===== src/rtl/jk_cmd_driver_if.sv =====
// Command handshake bundle for jk_cmd_driver: a beat transfers when cmd_valid and
// cmd_ready are both high at a rising clk edge; cmd_op/cmd_len must be stable while cmd_valid is high.
interface jk_cmd_driver_if #(
  parameter int LEN_W = 4
);
  logic             cmd_valid;
  logic             cmd_ready;
  logic [1:0]       cmd_op;
  logic [LEN_W-1:0] cmd_len;

  modport master (output cmd_valid, output cmd_op, output cmd_len, input cmd_ready);
  modport slave  (input cmd_valid, input cmd_op, input cmd_len, output cmd_ready);
endinterface


===== src/rtl/jk_cmd_driver.sv =====
// JK flop stimulus driver: queues op/length commands, drives j/k for len+1 cycles each and
// tracks a reference q (exp_q). Define JK_CMD_CHECK_EN to add q_in compare, mismatch and err_cnt.
module jk_cmd_driver #(
  parameter int DEPTH = 4,
  parameter int LEN_W = 4
) (
  input  logic                   clk,
  input  logic                   rst,
  jk_cmd_driver_if.slave         cmd,
  output logic                   j,
  output logic                   k,
  output logic                   busy,
  output logic                   exp_q,
  output logic [$clog2(DEPTH):0] fifo_count,
  output logic                   fsm_state
`ifdef JK_CMD_CHECK_EN
  ,
  input  logic                   q_in,
  output logic                   mismatch,
  output logic [7:0]             err_cnt
`endif
);

  localparam int PW = $clog2(DEPTH);
  localparam int CW = PW + 1;
  localparam int EW = LEN_W + 2;

  typedef enum logic {IDLE = 1'b0, DRIVE = 1'b1} state_t;

  state_t           state;
  logic [LEN_W-1:0] rem;
  logic [EW-1:0]    mem [DEPTH];
  logic [PW-1:0]    wr_ptr;
  logic [PW-1:0]    rd_ptr;
  logic [CW-1:0]    count;
  logic             push;
  logic             pop;
  logic             has_cmd;
  logic [1:0]       head_op;
  logic [LEN_W-1:0] head_len;

  // Ready comes from the registered count only; a pop in the same cycle does not free a slot early.
  assign cmd.cmd_ready = (count < CW'(DEPTH));
  assign push          = cmd.cmd_valid & cmd.cmd_ready;
  assign has_cmd       = (count != '0);
  assign pop           = has_cmd & ((state == IDLE) | (rem == '0));
  assign head_op       = mem[rd_ptr][EW-1:LEN_W];
  assign head_len      = mem[rd_ptr][LEN_W-1:0];

  assign busy       = (state == DRIVE);
  assign fsm_state  = state;
  assign fifo_count = count;

  always_ff @(posedge clk) begin
    if (push) mem[wr_ptr] <= {cmd.cmd_op, cmd.cmd_len};
  end

  always_ff @(posedge clk or posedge rst) begin
    if (rst) begin
      wr_ptr <= '0;
      rd_ptr <= '0;
      count  <= '0;
    end else begin
      if (push) wr_ptr <= wr_ptr + PW'(1);
      if (pop)  rd_ptr <= rd_ptr + PW'(1);
      if (push && !pop)      count <= count + CW'(1);
      else if (pop && !push) count <= count - CW'(1);
    end
  end

  // op bit 1 drives j and bit 0 drives k, so HOLD/CLR/SET/TOGGLE map straight onto the pins.
  always_ff @(posedge clk or posedge rst) begin
    if (rst) begin
      state <= IDLE;
      j     <= 1'b0;
      k     <= 1'b0;
      rem   <= '0;
      exp_q <= 1'b0;
    end else begin
      case ({j, k})
        2'b01:   exp_q <= 1'b0;
        2'b10:   exp_q <= 1'b1;
        2'b11:   exp_q <= ~exp_q;
        default: exp_q <= exp_q;
      endcase

      case (state)
        IDLE: begin
          if (has_cmd) begin
            j     <= head_op[1];
            k     <= head_op[0];
            rem   <= head_len;
            state <= DRIVE;
          end else begin
            j <= 1'b0;
            k <= 1'b0;
          end
        end
        DRIVE: begin
          if (rem != '0) begin
            rem <= rem - LEN_W'(1);
          end else if (has_cmd) begin
            j   <= head_op[1];
            k   <= head_op[0];
            rem <= head_len;
          end else begin
            j     <= 1'b0;
            k     <= 1'b0;
            state <= IDLE;
          end
        end
        default: state <= IDLE;
      endcase
    end
  end

`ifdef JK_CMD_CHECK_EN
  always_ff @(posedge clk or posedge rst) begin
    if (rst) begin
      mismatch <= 1'b0;
      err_cnt  <= 8'd0;
    end else begin
      mismatch <= (q_in != exp_q);
      if ((q_in != exp_q) && (err_cnt != 8'hFF)) err_cnt <= err_cnt + 8'd1;
    end
  end
`endif

endmodule

===== src/flat_wrapper.sv =====
// flat-port wrapper written by rule: the top's interface ports become plain ports
module jk_cmd_driver_flat 
#(
  parameter int DEPTH = 4,
  parameter int LEN_W = 4
)
  (clk, rst, j, k, busy, exp_q, fifo_count, fsm_state, cmd_cmd_valid, cmd_cmd_op, cmd_cmd_len, cmd_cmd_ready);
  jk_cmd_driver_if #(.LEN_W(LEN_W)) cmd_i ();
  input  logic clk;
  input  logic rst;
  output logic j;
  output logic k;
  output logic busy;
  output logic exp_q;
  output logic [$clog2(DEPTH):0] fifo_count;
  output logic fsm_state;
  input wire logic [$bits(cmd_i.cmd_valid)-1:0] cmd_cmd_valid;
  input wire logic [$bits(cmd_i.cmd_op)-1:0] cmd_cmd_op;
  input wire logic [$bits(cmd_i.cmd_len)-1:0] cmd_cmd_len;
  output wire logic [$bits(cmd_i.cmd_ready)-1:0] cmd_cmd_ready;
  assign cmd_i.cmd_valid = cmd_cmd_valid;
  assign cmd_i.cmd_op = cmd_cmd_op;
  assign cmd_i.cmd_len = cmd_cmd_len;
  assign cmd_cmd_ready = cmd_i.cmd_ready;
  jk_cmd_driver #(.DEPTH(DEPTH), .LEN_W(LEN_W)) u_core (.clk(clk), .rst(rst), .cmd(cmd_i), .j(j), .k(k), .busy(busy), .exp_q(exp_q), .fifo_count(fifo_count), .fsm_state(fsm_state));
endmodule

===== config.mk =====
export PLATFORM = sky130hd
export DESIGN_NAME = jk_cmd_driver_flat
export DESIGN_NICKNAME = d
export VERILOG_FILES = /design/src/rtl/jk_cmd_driver_if.sv /design/src/rtl/jk_cmd_driver.sv /design/src/flat_wrapper.sv
export SDC_FILE = /design/constraint.sdc
export NUM_CORES = 1
export LEC_CHECK = 0
export CAP_MARGIN = 40
export CORE_ASPECT_RATIO = 1.2
export CORE_MARGIN = 2
export CORE_UTILIZATION = 59
export CTS_CLUSTER_DIAMETER = 50
export DETAILED_ROUTE_END_ITERATION = 7
export GPL_TIMING_DRIVEN = 0
export PLACE_DENSITY = 0.88
export SLEW_MARGIN = 30
export SYNTH_ARGS = -nofsm -noshare
export SYNTH_HDL_FRONTEND = slang
export SYNTH_SLANG_ARGS = --single-unit

===== constraint.sdc =====
create_clock -name clk -period 5.9 [get_ports clk]
set_input_delay 0.885 -clock clk [delete_from_list [all_inputs] [get_ports clk]]
set_output_delay 0.885 -clock clk [all_outputs]
set_load 0.02 [all_outputs]

==> results of run 1 <==
## synthesized netlist by cell type, types with 2 or more instances
library cell / number
nor3_1: 3
dfrtp_1: 15
mux2i_1: 2
edfxtp_1: 24
buf_6: 2
inv_1: 9
and2_1: 4
nand3_1: 2
ha_1: 6
mux4_2: 2
mux4_1: 4
nor2_1: 4
nand2_1: 3
xnor2_1: 5
clkbuf_1: 3
a21oi_1: 3
a22oi_1: 3
a22o_1: 2
o21ai_0: 3
## metal layers
layer | vias to the layer above | share of wire, %
met3 | 7 | 4.8
met4 | 0 | 2.3
met5 | - | 0
met1 | 470 | 39
met2 | 22 | 53
li1 | 444 | -
## sequential cells by signal, summed over array words and instances, names as in the netlist
register / flops
u_core.wr_ptr: 2
u_core.k: 1
u_core.rem: 4
u_core.fifo_count: 3
u_core.mem: 24
u_core.busy: 1
u_core.j: 1
u_core.rd_ptr: 2
u_core.exp_q: 1
## worst paths after layout
path	end	slack, ns
min in group asynchronous	u_core.exp_q$_DFFE_PP0P_	0.89
hold / removal	u_core.exp_q$_DFFE_PP0P_	0.46
hold reg to reg	u_core.exp_q$_DFFE_PP0P_	0.46
setup / recovery	u_core.fifo_count[2]$_DFFE_PP0P_	3.36
max in group asynchronous	u_core.wr_ptr[0]$_DFFE_PP0P_	4.61
setup reg to reg	u_core.fifo_count[1]$_DFFE_PP0P_	3.36
## layout by cell type, fill, tap and decap left out, types with 4 or more instances in the layout
| cell | instances |
|---|---|
| clkbuf_4 | 5 |
| clkdlybuf4s50_1 | 17 |
| inv_1 | 9 |
| xnor2_1 | 5 |
| clkbuf_1 | 5 |
| mux4_1 | 4 |
| edfxtp_1 | 24 |
| nor2_1 | 4 |
| dfrtp_1 | 15 |
| ha_1 | 6 |
| and2_1 | 4 |
## worst register-to-register path: cells and delay by family (launching register included)
| kind | cells | cell delay, ns |
|---|---|---|
| multiplexers | 1 | 0.26 |
| buffers and inverters | 4 | 0.42 |
| flip-flops | 1 | 0.39 |
| AO/OA/AOI/OAI | 1 | 0.19 |
| AND/OR/NAND/NOR | 2 | 0.29 |
| adder cells (fa/ha/maj) | 3 | 0.88 |
## through the flow
step	util (%)	hold WS, ns	total power, mW
2_1_floorplan	-	0.497	0.686
3_3_place_gp	69.3	0.456	0.781
3_5_place_dp	69.3	0.476	0.809
4_1_cts	71.1	0.479	0.933
5_1_grt	71.1	0.476	0.992
6_report	71.1	0.465	0.925
## power by group
| part | switching, mW | total [mW] | internal [mW] |
|---|---|---|---|
| combinational | 0.189 | 0.382 | 0.193 |
| clock | 0.0807 | 0.127 | 0.0464 |
| sequential | 0.0494 | 0.416 | 0.367 |
| total | 0.319 | 0.925 | 0.607 |
## area by class of cell
class / count / area (µm²) / share of cell area, %
Timing Repair Buffer: 17 / 170 / 8.68
Tap cell: 34 / 42.5 / 2.17
Clock inverter: 1 / 5.00 / 0.255
Inverter: 9 / 33.8 / 1.72
Clock buffer: 7 / 45.0 / 2.30
Multi-Input combinational cell: 55 / 527 / 26.9
Sequential cell: 39 / 1100 / 55.9
Buffer: 6 / 41.3 / 2.11
## cells by family (layout without fill, tap and decap cells)
group	Yosys count	after routing	share of synthesized area [%]
buffers and inverters	15	40	4.42
multiplexers	9	9	10.7
flip-flops	39	39	64.6
AND/OR/NAND/NOR	19	19	6.04
XOR/XNOR	6	6	3.10
AO/OA/AOI/OAI	14	14	5.60
adder cells (fa/ha/maj)	7	7	5.60
==> summary by stage, run 1 <==
Status
The run finished with clean final reports.

Yosys
Synthesis produced a netlist whose cell count is 109. The number of distinct library cells after synthesis is 29. The area of the mapped netlist is 1700 µm². The post-synthesis cell type with the largest combined area is edfxtp_1. The sequential area share after synthesis is 64.6%. The predominant post-synthesis flop cell is edfxtp_1. The number of warnings printed during yosys synthesis is 0. When the netlist entered floorplanning its net count stood at 125. Ranked by total cell area, the synthesized netlist is headed by edfxtp_1 (42%), dfrtp_1 (22%), mux4_1 (6.2%). Summed over its instances, the top area cell type makes up 42.4% of the synthesized netlist area. The number of enable-type register cells in the synthesized netlist is 24. The flip-flop and latch count after synthesis is 39. The post-synthesis average cell area is 15.6 µm². The share of synthesized flip-flops with an asynchronous set or reset is 38.5%.

Cells and area
For this run, the post-layout net count is 149. The final cell count without fillers is 168. Of the cells placed in the final design, the portion with a size suffix greater than 1 is 9.70%.

The cell area after layout is 1960 µm². The area growth from synthesis to layout is 15.5%. After filler insertion, the fill cell instance count of the layout stands at 189. The number of antenna repair diodes is 0.

Global routing
The met1 routing resource usage after global routing is 23.3%. The via count of the first global-routing pass is 1005. The layer flagged by global routing as most heavily used is met2. The global routing usage on met3 is 5.02%. The global-route usage over all layers is 19.6%.

The wire length of the first global-routing pass is 4560 µm. The pin count of the biggest net entering global routing is 16. The met2 global-route usage is 32.2%.

The initial antenna violation count is 0. The total overflow left after global routing is 0.

Floorplanning
The total number of placement rows is 21. After floorplanning, the core was sized to cover 2760 µm². The number of primary I/O pins is 18. The x dimension of the die is 53.0 µm. From bottom edge to top edge, the die measures 62.8 µm. For this configuration, the core starts out at a cell density of 61.5%. The die covers 3320 µm².

Setup path
The slowest stage of the critical path belongs to the cell clkdlybuf4s50_1. The worst register-to-register path begins at u_core.rem[0]$_DFF_PP0_. The delay contributed by the slowest stage of the critical path is 0.45 ns.

For the worst setup path, the data required time is 6.17 ns. The launching element of the worst setup path is cmd_cmd_valid. Together, buffers and inverters on the worst path number 3.

The signal arrival time at the worst endpoint is 2.81 ns. The maximum fanout along the worst path is 8. STA classifies the critical path startpoint as an input port.

The cell family with the largest share of critical-path delay is buffers and inverters. The logic depth of the worst setup path including buffers is 9. The critical path is of the in -> reg type. The worst setup path is captured at a register. The number of cell instances on the worst register-to-register path is 11. The signal on the critical path passes through clkdlybuf4s50_1 -> nor2b_1 -> clkbuf_1 -> ha_1 -> inv_1 -> fa_1 -> xor2_1 -> nor2_1 -> xnor2_1.

Clock network
The clock-pin slew of the registers on the worst-case setup and hold paths is 0.12 ns. The cell at the root of the clock tree is clkbuf_4. In this run the number of H-tree levels came out at 2. In this run, CTS created clock tree buffers numbering 5. The post-CTS repair timing setup buffer count is 0.

TritonCTS built the clock tree. The count of cells resized by post-cts repair is 0. For this design, the CTS-stage hold fixing added 0 buffers. CTS saw 39 sinks. No sink is reached through more buffers than the 2 on the longest clock path. The clock reaches the later pin of the worst-skew pair after 0.35 ns.

Power and ir drop
Across the VDD grid, the largest voltage drop is 303 µV. The leakage power figure is 0.765 nW. For this design the ratio of total power to cell area is 472 nW/µm².

Timing
The final setup TNS is 0 ns. The setup slack after layout is 3.36 ns. Clock skew on the completed layout was measured at 0.0148 ns.

The worst relative slew slack is 60.2%. The final number of setup-violating endpoints is 0. Setup repair after global routing left no endpoint under its margin.

The clock period minus final worst setup slack is 2.54 ns. Based on the critical path, the design can be clocked at up to 0.393 GHz. The slew at the pin with the worst max-slew slack is 0.596 ns. The final count of pins violating max slew is 0.

The count of final hold-check violations is 0. In the finished design, the share of the clock period the worst path needs comes to 43.1%.

Placement
The number of placed instances, taps included, is 160. OpenSTA, run right after detailed placement, puts the worst setup slack at 2.99 ns. Port buffering added 17 buffers.

At the end of routability-driven placement, the weighted congestion stood at 0.753. In this run the cell area measured after placement is 1910 µm². Once detailed placement completed, the half-perimeter wirelength came to 1940 µm.

Min path
Counting instances, the worst hold path has a depth of 1. The startpoint identified for the worst hold timing path is u_core.k$_DFFE_PP0N_. The path class of the lowest-slack min-delay path is reg -> reg.

Routing
The mean routed wirelength per cell is 15.6 µm. The first TritonRoute pass finished after 4 iterations. The count of nets left with antenna violations after detail routing is 0. Wires add up to 2620 µm. The first routing iteration left 29 violations. The routed via count is 943. The number of vias per cell is 5.61. In the routed design, unresolved DRC markers number 0.

Run
Across the run, the number of max-cap violations was 0.
Note: power is estimated with default switching activity, not from simulation.
==> run 2, diff against run 1 <==
--- a/config.mk
+++ b/config.mk
@@ -8,11 +8,11 @@
 export CAP_MARGIN = 40
 export CORE_ASPECT_RATIO = 1.2
 export CORE_MARGIN = 2
-export CORE_UTILIZATION = 59
+export CORE_UTILIZATION = 49
 export CTS_CLUSTER_DIAMETER = 50
 export DETAILED_ROUTE_END_ITERATION = 7
 export GPL_TIMING_DRIVEN = 0
-export PLACE_DENSITY = 0.88
+export PLACE_DENSITY = 0.78
 export SLEW_MARGIN = 30
 export SYNTH_ARGS = -nofsm -noshare
 export SYNTH_HDL_FRONTEND = slang
==> constraint.sdc (replaced) <==
create_clock -name clk -period 2.1 [get_ports clk]
set_input_delay 0.315 -clock clk [delete_from_list [all_inputs] [get_ports clk]]
set_output_delay 0.315 -clock clk [all_outputs]
set_load 0.02 [all_outputs]
==> run 2 against run 1 <==
Hold slack got worse by 0.088 ns. Flip-flop and latch count unchanged. Non-clock buffer count increased by 10. Cell count increased by 7.7%. Clock skew decreased by 0.011 ns. Sequential power increased to 2.9 times the previous value. Setup slack got worse by 3.3 ns. Final area increased by 8.9%. Die area increased by 19%. Wire length increased by 18%. Sequential share of layout area decreased by 4.6 points. Critical endpoint is now u_core.fifo_count[1]$_DFFE_PP0P_. Largest cell class unchanged. Highest routed layer unchanged.
==> summary by stage, run 2 (same netlist as run 1, synthesis figures left out) <==
Floorplanning
The die area is 3950 µm² (was 3320 µm²). The floorplan die height is 68.5 µm (was 62.8 µm). The starting density of the core is 50.9% (was 61.5%). The standard cell core area came to 3340 µm² (was 2760 µm²). The total number of placement rows came to 23 (was 21).

The number of primary I/O pins came to 18 (unchanged). The x dimension of the die was 57.7 µm (was 53.0 µm).

Timing
The final number of setup-violating endpoints is 0 (unchanged). The routed design could run at a clock period as short as 2.09 ns. Unrepaired setup endpoints after global routing: yes (was no). The final hold slack was 0.377 ns (was 0.465 ns).

The worst relative slew slack is 59.9% (was 60.2%). The final worst clock skew is 0.00352 ns (was 0.0148 ns). The fmax is 0.479 GHz. The final clock period utilization by the worst path is 99.5%. The count of final hold-check violations is 0 (unchanged). The slew at the pin with the worst max-slew slack is 0.600 ns (was 0.596 ns). The final count of pins violating max slew came to 0 (unchanged).

Global routing
The initial antenna violation count is 0 (unchanged). The global-route usage over all layers is 17.4% (was 19.6%). The wire length of the first global-routing pass is 4890 µm (was 4560 µm). The met1 routing resource usage after global routing is 20.0% (was 23.3%). The most crowded layer after global routing is met2 (unchanged). The global-route congestion overflow total is 0 (unchanged). The pin count of the biggest net entering global routing was 16 (unchanged).

The met2 global-route usage came to 31.3% (was 32.2%). The via count of the first global-routing pass is 992 (was 1005). The global routing usage on met3 was 3.97% (was 5.02%).

Placement
The placer congestion estimate is 0.768 (was 0.753). The half-perimeter wire length after placement is 1970 µm (was 1940 µm). The post-detailed-placement cell area is 1930 µm² (was 1910 µm²). The count of buffers inserted at the top-level ports is 17 (unchanged).

Clock network
The H-tree depth was 2 (unchanged). The clock-pin slew of the registers on the worst-case setup and hold paths is 0.08 ns (was 0.12 ns). The TritonCTS clock tree is yes (unchanged). The cell at the root of the clock tree is clkbuf_8 (was clkbuf_4). The insertion delay of the later-clocked pin in the worst-skew pair is 0.30 ns (was 0.35 ns).

The total clock sinks is 39 (unchanged). The count of hold-fix buffers inserted at cts came to 0 (unchanged). The maximum clock path buffer count is 2 (unchanged). The number of buffers added by the clock tree synthesis step came to 5 (unchanged).

Routing
The wire length after detailed routing is 3090 µm (was 2620 µm). The count of nets left with antenna violations after detail routing is 0 (unchanged). The detailed-routing iteration count for the pre-antenna-repair pass came to 4 (unchanged).

The mean routed wirelength per cell came to 17.1 µm (was 15.6 µm). The iteration-0 DRC count of the detailed router came to 62 (was 29). The count of unresolved DRC violations after routing was 0 (unchanged). The routed via count is 975 (was 943).

The number of vias per cell is 5.39 (was 5.61).

Cells and area
The most flop-heavy register was u_core.mem (unchanged). The number of filler cells placed in the layout is 234 (was 189). Most used cells in the layout excluding fill and tap cells: edfxtp_1 (24), clkdlybuf4s50_1 (17), dfrtp_1 (15) (unchanged). The final layout net count came to 159 (was 149).

The number of flip-flops in the largest register came to 24 (unchanged). The multi-input gate area in the final layout is 582 µm² (was 527 µm²). The cell area after layout is 2130 µm² (was 1960 µm²). The area taken by flip-flops and latches is 1100 µm² (unchanged).

The share of layout cells above drive strength 1 was 24.3% (was 9.70%). The number of antenna repair diodes came to 0 (unchanged). The most common cell after layout, fill and taps aside is edfxtp_1 (unchanged). The area growth from synthesis to layout was 25.7% (was 15.5%).

Setup path
The critical path data required time is 2.29 ns (was 6.17 ns). The signal arrival time at the worst endpoint is 2.28 ns (was 2.81 ns). The sort of element at the end of the critical path was a register (unchanged).

Cell chain of the critical path: inv_2 -> ha_4 -> nand2b_4 -> o21a_4 -> nor2_4 -> inv_2 -> ha_4 -> inv_2 -> fa_1 -> mux2_4 (was clkdlybuf4s50_1 -> nor2b_1 -> clkbuf_1 -> ha_1 -> inv_1 -> fa_1 -> xor2_1 -> nor2_1 -> xnor2_1). The element type at the critical path start is a register (was input port). The buffering stage count on the worst path with inverters included came to 3 (unchanged). Counting stages on the worst path, the most repeated cell is inv_2.

The critical setup path kind was reg -> reg (was in -> reg). The maximum fanout along the worst path is 3 (was 8). The standard cell with the maximum stage delay on the critical path is dfrtp_1 (was clkdlybuf4s50_1).

The cell family with the largest share of critical-path delay is adder cells (was buffers and inverters). The delay contributed by the slowest stage of the critical path came to 0.41 ns (was 0.45 ns).

Power and ir drop
The leakage power figure is 0.836 nW (was 0.765 nW). The power after layout is 3.05 mW (was 925 µW). The worst voltage drop across the vdd grid was 1010 µV (was 303 µV). The cell area power density came to 1430 nW/µm² (was 472 nW/µm²).

Min path
The path class of the lowest-slack min-delay path is in -> async (was reg -> reg).

Run
The number of maximum-capacitance violations was 0 (unchanged).

Status
Status: complete, no violations (unchanged).
-- run 2: changes by cell type in the layout (fill, tap and decap cells not counted), sizes merged --
cell / previous run / this run
buf: 3 / 13
clkbuf: 10 / 8
clkinv: 1 / 0
clkinvlp: 0 / 2
inv: 9 / 10
-- run 2: area by class of cell --
cell class                 instances  share of cell area (%)
buffer                             5                    1.47
tap                               37                    2.17
clock inverter                     3                    1.11
multi-input combinational         55                    27.3
timing repair buffer              28                    11.8
sequential                        39                    51.3
clock buffer                       5                    3.22
inverter                           9                    1.58
-- run 2: worst register-to-register path, stage by stage, from the launching register on --
cell,delay (ns)
dfrtp_1,0.41
inv_2,0.09
ha_4,0.15
nand2b_4,0.06
o21a_4,0.21
nor2_4,0.11
inv_2,0.07
ha_4,0.16
inv_2,0.05
fa_1,0.40
mux2_4,0.27
-- run 2: path summary, 6_finish.rpt --
kind / from / endpoint / slack [ns] / cells after the start
setup / recovery: u_core.rem[0]$_DFF_PP0_ / u_core.fifo_count[1]$_DFFE_PP0P_ / 0.01 / 10
hold / removal: rst / u_core.fifo_count[1]$_DFFE_PP0P_ / 0.38 / 2
setup reg to reg: u_core.rem[0]$_DFF_PP0_ / u_core.fifo_count[1]$_DFFE_PP0P_ / 0.01 / 10
hold reg to reg: u_core.exp_q$_DFFE_PP0P_ / u_core.exp_q$_DFFE_PP0P_ / 0.47 / 1
max in group asynchronous: rst / u_core.rem[2]$_DFF_PP0_ / 1.33 / 2
min in group clk: u_core.exp_q$_DFFE_PP0P_ / u_core.exp_q$_DFFE_PP0P_ / 0.47 / 1
-- run 2: per-stage QoR --
stage | setup slack (ns) | TNS (ns) | std cells | util, %
3_5_place_dp | -0.261 | -0.510 | 163 | 57.8
6_report | 0.0115 | 0 | 181 | 63.9
5_1_grt | -0.0553 | -0.0584 | 181 | 63.9
2_1_floorplan | -0.0957 | -0.0957 | 109 | -
3_3_place_gp | -0.185 | -0.336 | 163 | 57.8
4_1_cts | -0.0559 | -0.0791 | 177 | 62.6
-- run 2: routing by layer --
layer / vias up / part of all wire, % / routed length (µm)
met5: - / 0 / 0
met4: 0 / 1.1 / 35
met3: 3 / 3.0 / 93
met2: 17 / 54 / 1660
met1: 490 / 42 / 1300
li1: 465 / - / -
-- run 2: what timing repair did --
action,4_1_cts,5_1_grt
resized for setup,7,6
buffers inserted,6,5
pin swaps,4,5
setup endpoints to repair,2,2
-- run 2: where the power goes --
group | switching, mW | internal (mW)
logic | 0.622 | 0.709
registers | 0.166 | 1.03
clock network | 0.286 | 0.237
total | 1.07 | 1.98
==> run 3, diff against run 2 <==
--- a/config.mk
+++ b/config.mk
@@ -5,14 +5,15 @@
 export SDC_FILE = /design/constraint.sdc
 export NUM_CORES = 1
 export LEC_CHECK = 0
+export ABC_CLOCK_PERIOD_IN_PS = 2100
 export CAP_MARGIN = 40
 export CORE_ASPECT_RATIO = 1.2
 export CORE_MARGIN = 2
-export CORE_UTILIZATION = 49
-export CTS_CLUSTER_DIAMETER = 50
+export CORE_UTILIZATION = 35
+export CTS_CLUSTER_DIAMETER = 40
 export DETAILED_ROUTE_END_ITERATION = 7
 export GPL_TIMING_DRIVEN = 0
-export PLACE_DENSITY = 0.78
+export PLACE_DENSITY = 0.61
 export SLEW_MARGIN = 30
 export SYNTH_ARGS = -nofsm -noshare
 export SYNTH_HDL_FRONTEND = slang
==> run 3 against run 2 <==
Final area up 2.4%. Setup slack better by 0.038 ns. Non-clock buffer count down 2. Largest cell class unchanged.
==> summary by stage, run 3 (same netlist as run 1, synthesis figures left out) <==
Status
Status: complete, no violations (unchanged).

Routing
The count of nets left with antenna violations after detail routing came to 0 (unchanged). The detailed-routing iteration count for the pre-antenna-repair pass is 4 (unchanged). The mean routed wirelength per cell came to 14.3 µm (was 17.1 µm). The wire length after detailed routing is 2870 µm (was 3090 µm). The routed via count is 960 (was 975). The number of vias per cell was 4.80 (was 5.39). The count of unresolved DRC violations after routing was 0 (unchanged). The iteration-0 DRC count of the detailed router came to 23 (was 62).

Setup path
The critical setup path kind is reg -> reg (unchanged). The element type at the critical path start is a register (unchanged). The maximum fanout along the worst path is 3 (unchanged). The signal arrival time at the worst endpoint came to 2.22 ns (was 2.28 ns). The sort of element at the end of the critical path is a register (unchanged). The critical path data required time is 2.27 ns (was 2.29 ns).

Cells and area
The number of filler cells placed in the layout came to 388 (was 234). The most flop-heavy register is u_core.mem (unchanged). The most common cell after layout, fill and taps aside is edfxtp_1 (unchanged). The final layout net count was 157 (was 159). The final cell count without fillers is 200 (was 181). The area taken by flip-flops and latches came to 1100 µm² (unchanged). The cell area after layout is 2190 µm² (was 2130 µm²). The number of antenna repair diodes came to 0 (unchanged). The share of layout cells above drive strength 1 is 22.5% (was 24.3%). The fraction of the core area covered by cells at the end of the flow is 47.2% (was 63.9%). Most used cells in the layout excluding fill and tap cells: edfxtp_1 (24), clkdlybuf4s50_1 (17), dfrtp_1 (15) (unchanged). The multi-input gate area in the final layout is 582 µm² (unchanged). The area growth from synthesis to layout came to 28.7% (was 25.7%). The number of flip-flops in the largest register is 24 (unchanged).

Timing
The final number of setup-violating endpoints was 0 (unchanged). Unrepaired setup endpoints after global routing: yes (unchanged). The setup slack after layout was 0.0493 ns (was 0.0115 ns). The slew at the pin with the worst max-slew slack is 0.589 ns (was 0.600 ns). The final worst clock skew is 0.00654 ns (was 0.00352 ns). The final hold slack is 0.386 ns (was 0.377 ns). The clock period minus final worst setup slack came to 2.05 ns (was 2.09 ns).

The final setup TNS came to 0 ns (unchanged). The count of final hold-check violations is 0 (unchanged). The final clock period utilization by the worst path was 97.7% (was 99.5%). The worst relative slew slack was 60.7% (was 59.9%). The final count of pins violating max slew is 0 (unchanged).

The fmax came to 0.488 GHz (was 0.479 GHz).

Placement
The total instance count after detailed placement came to 184 (was 163). The half-perimeter wire length after placement is 1960 µm (was 1970 µm). The post-detailed-placement cell area is 1960 µm² (was 1930 µm²). The count of buffers inserted at the top-level ports was 17 (unchanged). The placer congestion estimate was 0.746 (was 0.768).

The worst setup timing slack at the placement stage is -0.252 ns (was -0.261 ns).

Clock network
The maximum clock path buffer count is 2 (unchanged). The TritonCTS clock tree is yes (unchanged). The insertion delay of the later-clocked pin in the worst-skew pair is 0.28 ns (was 0.30 ns). The cell at the root of the clock tree is clkbuf_8 (unchanged). The count of hold-fix buffers inserted at cts is 0 (unchanged). The total clock sinks is 39 (unchanged). The clock-pin slew of the registers on the worst-case setup and hold paths is 0.08 ns (about the same). The number of buffers added by the clock tree synthesis step is 5 (unchanged). The H-tree depth is 2 (unchanged).

Min path
The path class of the lowest-slack min-delay path was in -> async (unchanged).

Floorplanning
The die area is 5430 µm² (was 3950 µm²). The total number of placement rows is 27 (was 23). The starting density of the core was 36.7% (was 50.9%).

The x dimension of the die was 67.6 µm (was 57.7 µm). The number of primary I/O pins came to 18 (unchanged). The floorplan die height was 80.3 µm (was 68.5 µm).

The standard cell core area is 4630 µm² (was 3340 µm²).

Power and ir drop
The cell area power density came to 1460 nW/µm² (was 1430 nW/µm²). The worst voltage drop across the vdd grid is 637 µV (was 1010 µV). The leakage power figure is 0.850 nW (was 0.836 nW). The power after layout was 3.20 mW (was 3.05 mW).

Global routing
The wire length of the first global-routing pass is 4960 µm (was 4890 µm). The initial antenna violation count came to 0 (unchanged). The global-route usage over all layers came to 12.7% (was 17.4%). The via count of the first global-routing pass was 1050 (was 992).

The global-route congestion overflow total is 0 (unchanged). The pin count of the biggest net entering global routing came to 16 (unchanged).

Run
The number of maximum-capacitance violations is 0 (unchanged).
-- run 3: final timing paths --
path	start	slack (ns)	endpoint	cells past startpoint
min in group clk	u_core.exp_q$_DFFE_PP0P_	0.47	u_core.exp_q$_DFFE_PP0P_	1
setup reg to reg	u_core.rem[0]$_DFF_PP0_	0.05	u_core.fifo_count[1]$_DFFE_PP0P_	10
hold reg to reg	u_core.exp_q$_DFFE_PP0P_	0.47	u_core.exp_q$_DFFE_PP0P_	1
max in group asynchronous	rst	1.33	u_core.rem[1]$_DFF_PP0_	2
setup / recovery	u_core.rem[0]$_DFF_PP0_	0.05	u_core.fifo_count[1]$_DFFE_PP0P_	10
hold / removal	rst	0.39	u_core.rem[0]$_DFF_PP0_	2
-- run 3: cell type report --
cell class / count / share of cell area [%]
multi-input cells: 55 / 26.6
repair buffers: 26 / 10.9
well taps: 58 / 3.32
inverters: 9 / 1.55
plain buffers: 5 / 1.43
clock buffers: 6 / 3.32
clock inverters: 2 / 2.75
flip-flops and latches: 39 / 50.1
-- run 3: what timing repair did --
| action | 4_1_cts | 5_1_grt |
|---|---|---|
| endpoints found under the hold margin | 0 | 0 |
| resized for setup | 7 | 5 |
| setup endpoints to repair | 2 | 2 |
| setup buffers | 7 | 2 |
| pin swaps | 4 | 5 |
-- run 3: per-layer routing --
metal  up-vias  part of all wire (%)  wire length, µm  global-route usage, %
li1        459                     -                -                      -
met1       486                    42             1200                   14.1
met2        13                    54             1560                   22.5
met3         2                   3.2               93                   3.78
met4         0                  0.63               18                   4.29
met5         -                     0                0                      0
-- run 3: report_power, final --
group          internal [mW]  switching, mW
Clock                  0.475          0.250
Combinational          0.686          0.590
Sequential              1.03          0.165
-- run 3: critical path, cell delays in order, from the launching register on --
cell and delay (ns):
dfrtp_1 0.40, inv_2 0.09, ha_4 0.15, nand2b_4 0.06, o21a_4 0.20, nor2_4 0.10, inv_2 0.06, ha_4 0.16
inv_2 0.04, fa_1 0.40, mux2_4 0.27
